<file path="src/rtl/scan_mux.sv">
// rtl/scan_mux.sv - registered WIDTH:1 bit selector with manual index and timed scan modes
// Define SCAN_MUX_SYNC_EN to route data through a two-flop synchroniser before selection.
module scan_mux #(
   parameter int WIDTH     = 32,
   parameter int LOG_WIDTH = 5,
   parameter int DWELL_W   = 8
) (
   input  logic                 clk,
   input  logic                 reset,
   input  logic [WIDTH-1:0]     data,
   input  logic [LOG_WIDTH-1:0] sel,
   input  logic                 sel_valid,
   input  logic                 mode,
   input  logic [DWELL_W-1:0]   dwell,
   output logic                 out,
   output logic [LOG_WIDTH-1:0] out_idx,
   output logic                 out_valid,
   output logic                 wrap,
   output logic                 err
);

   localparam int                   PAD_W    = 1 << LOG_WIDTH;
   localparam logic [LOG_WIDTH:0]   WIDTH_L  = (LOG_WIDTH + 1)'(WIDTH);
   localparam logic [LOG_WIDTH-1:0] LAST_IDX = LOG_WIDTH'(WIDTH - 1);
   localparam logic [LOG_WIDTH-1:0] ONE_IDX  = LOG_WIDTH'(1);
   localparam logic [DWELL_W-1:0]   ONE_CNT  = DWELL_W'(1);

   typedef enum logic [1:0] {
      IDLE   = 2'd0,
      MANUAL = 2'd1,
      SCAN   = 2'd2
   } state_t;

   state_t               state_q, state_n;
   logic [LOG_WIDTH-1:0] idx_n;
   logic [DWELL_W-1:0]   count_q, count_n;
   logic                 wrap_n, err_n;
   logic                 sel_ok;
   logic [WIDTH-1:0]     data_s;
   logic [PAD_W-1:0]     data_pad;

`ifdef SCAN_MUX_SYNC_EN
   logic [WIDTH-1:0] sync_q1, sync_q2;

   always_ff @(posedge clk or posedge reset) begin
      if (reset) begin
         sync_q1 <= '0;
         sync_q2 <= '0;
      end else begin
         sync_q1 <= data;
         sync_q2 <= sync_q1;
      end
   end

   assign data_s = sync_q2;
`else
   assign data_s = data;
`endif

   // Padding to a power of two keeps the variable bit-select in range for any WIDTH.
   assign data_pad = PAD_W'(data_s);
   assign sel_ok   = {1'b0, sel} < WIDTH_L;

   always_comb begin
      state_n = state_q;
      idx_n   = out_idx;
      count_n = count_q;
      wrap_n  = 1'b0;
      err_n   = 1'b0;
      case (state_q)
         IDLE: begin
            if (mode) begin
               state_n = SCAN;
               idx_n   = '0;
               count_n = '0;
            end else if (sel_valid && sel_ok) begin
               state_n = MANUAL;
               idx_n   = sel;
            end
         end
         MANUAL: begin
            if (mode) begin
               state_n = SCAN;
               idx_n   = '0;
               count_n = '0;
            end else if (sel_valid) begin
               if (sel_ok) begin
                  idx_n = sel;
               end else begin
                  err_n = 1'b1;
               end
            end
         end
         SCAN: begin
            if (!mode) begin
               state_n = MANUAL;
               count_n = '0;
               if (sel_valid) begin
                  if (sel_ok) begin
                     idx_n = sel;
                  end else begin
                     err_n = 1'b1;
                  end
               end
            end else if (count_q >= dwell) begin
               // >= rather than == so a dwell lowered below the running count steps at once.
               count_n = '0;
               wrap_n  = (out_idx == LAST_IDX);
               idx_n   = (out_idx == LAST_IDX) ? '0 : out_idx + ONE_IDX;
            end else begin
               count_n = count_q + ONE_CNT;
            end
         end
         default: begin
            state_n = IDLE;
            idx_n   = '0;
            count_n = '0;
         end
      endcase
   end

   always_ff @(posedge clk or posedge reset) begin
      if (reset) begin
         state_q   <= IDLE;
         out_idx   <= '0;
         count_q   <= '0;
         out       <= 1'b0;
         out_valid <= 1'b0;
         wrap      <= 1'b0;
         err       <= 1'b0;
      end else begin
         state_q   <= state_n;
         out_idx   <= idx_n;
         count_q   <= count_n;
         out       <= (state_n != IDLE) ? data_pad[idx_n] : 1'b0;
         out_valid <= (state_n != IDLE);
         wrap      <= wrap_n;
         err       <= err_n;
      end
   end

endmodule

</file>
<file path="config.mk">
export PLATFORM = sky130hd
export DESIGN_NAME = scan_mux
export DESIGN_NICKNAME = d
export VERILOG_FILES = /design/src/rtl/scan_mux.sv
export SDC_FILE = /design/constraint.sdc
export NUM_CORES = 1
export LEC_CHECK = 0
export BUFFER_PORTS_ARGS = -buffer_cell sky130_fd_sc_hd__clkbuf_2
export CAP_MARGIN = 20
export CORE_MARGIN = 4
export CORE_UTILIZATION = 49
export CTS_CLUSTER_SIZE = 25
export DETAILED_ROUTE_END_ITERATION = 6
export GPL_ROUTABILITY_DRIVEN = 0
export PLACE_DENSITY = 0.8
export SKIP_CTS_REPAIR_TIMING = 1
export SKIP_LAST_GASP = 1
export SLEW_MARGIN = 40
export SYNTH_ARGS = -nofsm -noshare
export SYNTH_HDL_FRONTEND = slang
export SYNTH_SLANG_ARGS = --single-unit
</file>
<file path="constraint.sdc">
create_clock -name clk -period 3.6 [get_ports clk]
set_input_delay 0.36 -clock clk [delete_from_list [all_inputs] [get_ports clk]]
set_output_delay 0.36 -clock clk [all_outputs]
set_load 0.03 [all_outputs]
</file>
After elaboration in Yosys (flattened, before gate mapping)
Cells that the tools add are included.

cells by class
  $add $sub $neg = 2
  magnitude comparators = 2
  reductions and logical operators = 3
  multiplexer cells = 21
  eq/ne operators = 4

operators by type and width
  kind                                                   number
  2-to-1 mux 5 bit                                       5
  2-to-1 mux 8 bit                                       3
  one-hot mux 8 bit (2 select lines)                     1
  one-hot mux 5 bit (2 select lines)                     1
  adder 8 x 1 -> 8 bit, second input constant            1
  greater-or-equal comparator 8 bit                      1
  2-to-1 mux 2 bit                                       4
  < comparator 5 x 6 -> 1 bit, second input constant     1
  one-hot mux 2 bit (3 select lines)                     1
  adder 5 x 1 -> 5 bit, second input constant            1
  binary-select mux 1 bit (select 5 bit)                 1
  equality test 5 bit, second input constant             1
  2-to-1 mux 1 bit                                       5
  equality test 2 x 1 -> 1 bit, second input constant    1
  equality test 2 bit, second input constant             1
  zero test 2 bit                                        1
  inequality test 2 x 1 -> 1 bit, second input constant  1
  nonzero test 2 bit                                     1
  OR reduction 2 bit                                     1

word-level totals
  output and inout port bits = 9
  flip-flop bits (word level) = 18
  word-level logic and storage cells = 38
  input bits = 49

Longest topological paths before layout
  depth after elaboration = 8
  depth in mapped cells = 13
  mapped depth without buffers = 12

Worst setup path after synthesis
OpenSTA, ideal clock, no wires.

  kind = register -> register
  start point = register out_idx[1]
  end point = register out
  data arrival time = 2.880 ns
  cell stages (with the launch flop) = 13
  slack = 0.586 ns
  period minus slack after synthesis = 3.014 ns
  library setup time = 0.135 ns
  path buffers = 2
  required time = 3.465 ns
  cells stage by stage = dfrtp_1 ha_1 and3_1 ha_1 or3_1 mux2_2 and2_1 buf_2 buf_6 a211oi_1 a211oi_1 a311oi_1 nor4_1

on the way
  cells in the longest elaborated chain, start to end = 8
  elaborated cells on any way between the ends = 11
  classes of those cells = add/sub (1); eq/ne (1); mux (9)

ends and longest elaborated chain
  what                                                                line  source
  from (decl)                                                         16    output logic [LOG_WIDTH-1:0] out_idx,
  from (signal assigned)                                              133   out_idx <= idx_n;
  adder 5 x 1 -> 5 bit / equality test 5 bit (equally long branches)  109   idx_n = (out_idx == LAST_IDX) ? '0 : out_idx + ONE_IDX;
  2-to-1 mux 5 bit                                                    109
  2-to-1 mux 5 bit                                                    105   end else if (count_q >= dwell) begin
  2-to-1 mux 5 bit                                                    95    if (!mode) begin
  one-hot mux 5 bit (2 select lines) *                                70    case (state_q)
  binary-select mux 1 bit (select 5 bit) *                            135   out <= (state_n != IDLE) ? data_pad[idx_n] : 1'b0;
  2-to-1 mux 1 bit (implied by the code) *                            135
  2-to-1 mux 1 bit *                                                  135
  to (signal assigned)                                                135
  to (decl)                                                           15    output logic out,

Every way passes the cells marked *; elsewhere a longest branch is shown, timed or not. The select of a mux whose other input is x is not followed.
A chain may end at the register's enable or synchronous reset.

Worst setup path in the final report
  start point = register count_q[0]
  end point = register out

on the way
  cells in the longest elaborated chain, start to end = 7

ends and longest elaborated chain
  what                                    line  source
  from (decl)                             36    logic [DWELL_W-1:0] count_q, count_n;
  from (signal assigned)                  134   count_q <= count_n;
  greater-or-equal comparator 8 bit       105
  2-to-1 mux 5 bit                        105
  2-to-1 mux 5 bit                        95
  one-hot mux 5 bit (2 select lines)      70
  binary-select mux 1 bit (select 5 bit)  135
  2-to-1 mux 1 bit (implied by the code)  135
  2-to-1 mux 1 bit                        135

Every way passes these cells. The select of a mux whose other input is x is not followed.

==> metrics.csv <==
metric,value,unit
Int Pwr,0.318,mW
ratio of cells with drive above 1 in the final layout,0.292,
post-route cell area,1820,um^2
HP Class,in2async,
Leakage Power,0.998,nW
reg2reg setup slack,0.31,ns
largest net degree at the start of global routing,19,
cells after synthesis,170,
drt pass-1 iters,4,
crit path max fanout,17,
Routed Antenna Nets,0,
CTS tree,yes,
Max Clk Rate,0.304,GHz
Sequential Power Share,0.476,
"Cell Area, Placed",1800,um^2
Ant. Diodes,0,
# rows,19,
initial antenna violation count,0,
H-tree Lvls,1,
DIE AREA,4000,um^2
Sw Share,0.330,
Mapped Area,1500,um^2
Final min period,3.29,ns
PD cells,261,nW/um^2
Post-DP HPWL,2.69,mm
synthesis-to-layout area growth,21.5,%
worst reg2reg startpoint,count_q[0]$_DFFE_PP0P_,
io pins,58,
reg2reg end,out$_DFF_PP0_,
Tcrit/Tclk final,0.913,
Synthesis Warnings,0,
Clk pwr share,0.211,
chip width,63.3,um
gr ovfl total,0,
most frequent cells in the layout,"clkbuf_2 (56), mux2i_1 (19), dfrtp_1 (18)",
# fillers,262,
Crit Path Class,reg2reg,
synth unique cells,48,
Max Cap Violations,0,
Setup TNS Final,0,ns
syn_area_per_cell,8.80,um^2
hold slack,0.118,ns
RSZ-0062 raised after global routing,no,
Startpoint Class,flip-flop,
Core Area,2830,um^2
DRT Wirelength,3.39,mm
"Core Util, Final",0.643,
Critical Path AT,3.48,ns
CTS Root Buffer Type,clkbuf_4,
die height,63.3,um
clk slew on worst S/H paths,0.10,ns
CP max-delay cell,and2_1,
port bufs,56,
TritonCTS Sinks,18,
via count,1450,
Post-Syn Nets,230,
1st-iter DRT viols,75,
status,"finished, final reports clean",
"slowest stage delay, CP",0.67,ns
Worst-Margin Slew,0.820,ns
max_slew headroom,0.453,
Comb power frac,0.313,
required time of the critical path,3.79,ns
Residual DRC,0,
Num CTS Buffers,3,
fin worst setup slack,0.313,ns
vias per cell,5.64,
Clock Skew,0.00435,ns
worst skew pair latency,0.29,ns
NumNets Final,288,
crit end category,flip-flop,
wire per inst,13.2,um
Setup-failing EPs final,0,
hold violation count in the final report,0,
Clock Path Buffers,2,
pre-CTS WS,0.297,ns
CP cell instances,inv_1 > ha_1 > and3_1 > o21ai_1 > a311o_1 > mux2_2 > and2_1 > mux2i_1 > a211oi_1 > o41ai_1 > nor4_1,
All-Layer GR Usage,0.167,
R2R depth,11,
Initial Util,0.529,
Peak supply drop,0.136,mV
Pins Over Slew Limit,0,
first-pass GRT wire length,5.50,mm
post-synthesis register bit count,18,
"commonest non-fill, non-tap cell in the layout",clkbuf_2,
post-synthesis sequential area ratio,0.301,
Sw Pwr,0.156,mW
vias in the first global route,1338,
## flip-flops by register name, indices dropped and copies added, names as in the netlist
register   flops
state_q        2
out            1
out_valid      1
count_q        8
wrap           1
out_idx        5
## worst max-delay path: cells and delay by family, from the launching register on
kind                       cells  cell delay [ns]
DFF                            1             0.42
adders and majority gates      1             0.27
and+or+nand+nor                3             1.11
buffers and inverters          1             0.06
AOI/OAI and AO/OA              4             0.86
muxes                          2             0.45
## Yosys cell counts (all sizes together)
| library cell | number | area share |
|---|---|---|
| xor2 | 1 | 0.0059 |
| or3 | 1 | 0.0042 |
| o31ai | 1 | 0.0050 |
| a211oi | 7 | 0.035 |
| nor3 | 1 | 0.0033 |
| o2bb2ai | 1 | 0.0059 |
| mux2i | 19 | 0.13 |
| clkbuf | 1 | 0.0025 |
| buf | 5 | 0.026 |
| nor2 | 14 | 0.035 |
| conb | 1 | 0.0025 |
| and2 | 2 | 0.0084 |
| a311o | 1 | 0.0067 |
| o32a | 1 | 0.0067 |
| nand3b | 1 | 0.0050 |
| a32o | 1 | 0.0067 |
| o22ai | 2 | 0.013 |
| nand2 | 13 | 0.033 |
| xnor2 | 1 | 0.0059 |
| o22a | 1 | 0.0059 |
| a21oi | 6 | 0.020 |
| dfrtp | 18 | 0.30 |
| a21o | 1 | 0.0050 |
| nand2b | 2 | 0.0084 |
| a21boi | 4 | 0.020 |
| or2 | 2 | 0.0084 |
| a311oi | 3 | 0.029 |
| o211ai | 1 | 0.0050 |
| and3 | 5 | 0.021 |
| inv | 14 | 0.035 |
| mux2 | 1 | 0.0075 |
| o41ai | 1 | 0.0059 |
| nand4 | 1 | 0.0042 |
| o21a | 1 | 0.0050 |
| nand3 | 6 | 0.020 |
| a31oi | 1 | 0.0042 |
| ha | 11 | 0.092 |
| o21ai | 11 | 0.037 |
| nor2b | 1 | 0.0042 |
| a22oi | 4 | 0.020 |
| nor4 | 1 | 0.0042 |
## kinds of logic (layout without fill, tap and decap cells)
kind of cell,Yosys count,in the layout,share of synthesized area
and+or+nand+nor,50,50,0.159
other,1,1,0.00251
xor gates and xnor gates,2,2,0.0117
AOI/OAI and AO/OA,48,48,0.236
muxes,20,20,0.135
buffers and inverters,20,76,0.0635
adders and majority gates,11,11,0.0920
DFF,18,18,0.301
## cell type report
| type | instances | area, um^2 | share of cell area |
|---|---|---|---|
| Clock buffer | 3 | 22.5 | 0.0124 |
| Inverter | 14 | 52.6 | 0.0289 |
| Multi-Input combinational cell | 132 | 951 | 0.523 |
| Sequential cell | 18 | 450 | 0.248 |
| Tap cell | 31 | 38.8 | 0.0213 |
| Timing Repair Buffer | 59 | 303 | 0.167 |
## power groups by stage
stage          logic (mW)  clock network (mW)  registers, mW
2_1_floorplan      0.0840                   0          0.243
3_3_place_gp        0.147                   0          0.230
3_5_place_dp        0.148                   0          0.230
4_1_cts             0.149               0.102          0.226
5_1_grt             0.164               0.109          0.228
6_report            0.149              0.0998          0.226
## worst max-delay path by stage
stage / startpoint / end / slack, ns / depth (start not counted)
floorplan: out_idx[1]$_DFF_PP0_ / out$_DFF_PP0_ / 0.59 / 12
detailed placement: dwell[2] / out$_DFF_PP0_ / 0.30 / 12
global route: count_q[0]$_DFFE_PP0P_ / out$_DFF_PP0_ / 0.1 / 11
finish: count_q[0]$_DFFE_PP0P_ / out$_DFF_PP0_ / 0.31 / 11
global placement: dwell[2] / out$_DFF_PP0_ / 0.38 / 12
CTS: count_q[0]$_DFFE_PP0P_ / out$_DFF_PP0_ / 0.30 / 11
## metal layers
layer / wire length [um] / share of wire / vias to the layer above / track usage
met5: 0 / 0 / - / 0
met4: 55 / 0.016 / 0 / 0.0728
met3: 205 / 0.061 / 6 / 0.0231
met2: 1670 / 0.49 / 60 / 0.292
met1: 1460 / 0.43 / 647 / 0.204
li1: - / - / 737 / -
## stage by stage
stage,instances,power [mW]
6_report,257,0.474
5_1_grt,257,0.501
4_1_cts,257,0.477
3_5_place_dp,254,0.378
3_3_place_gp,254,0.377
2_1_floorplan,170,0.327
Note: power is estimated with default switching activity, not from simulation.
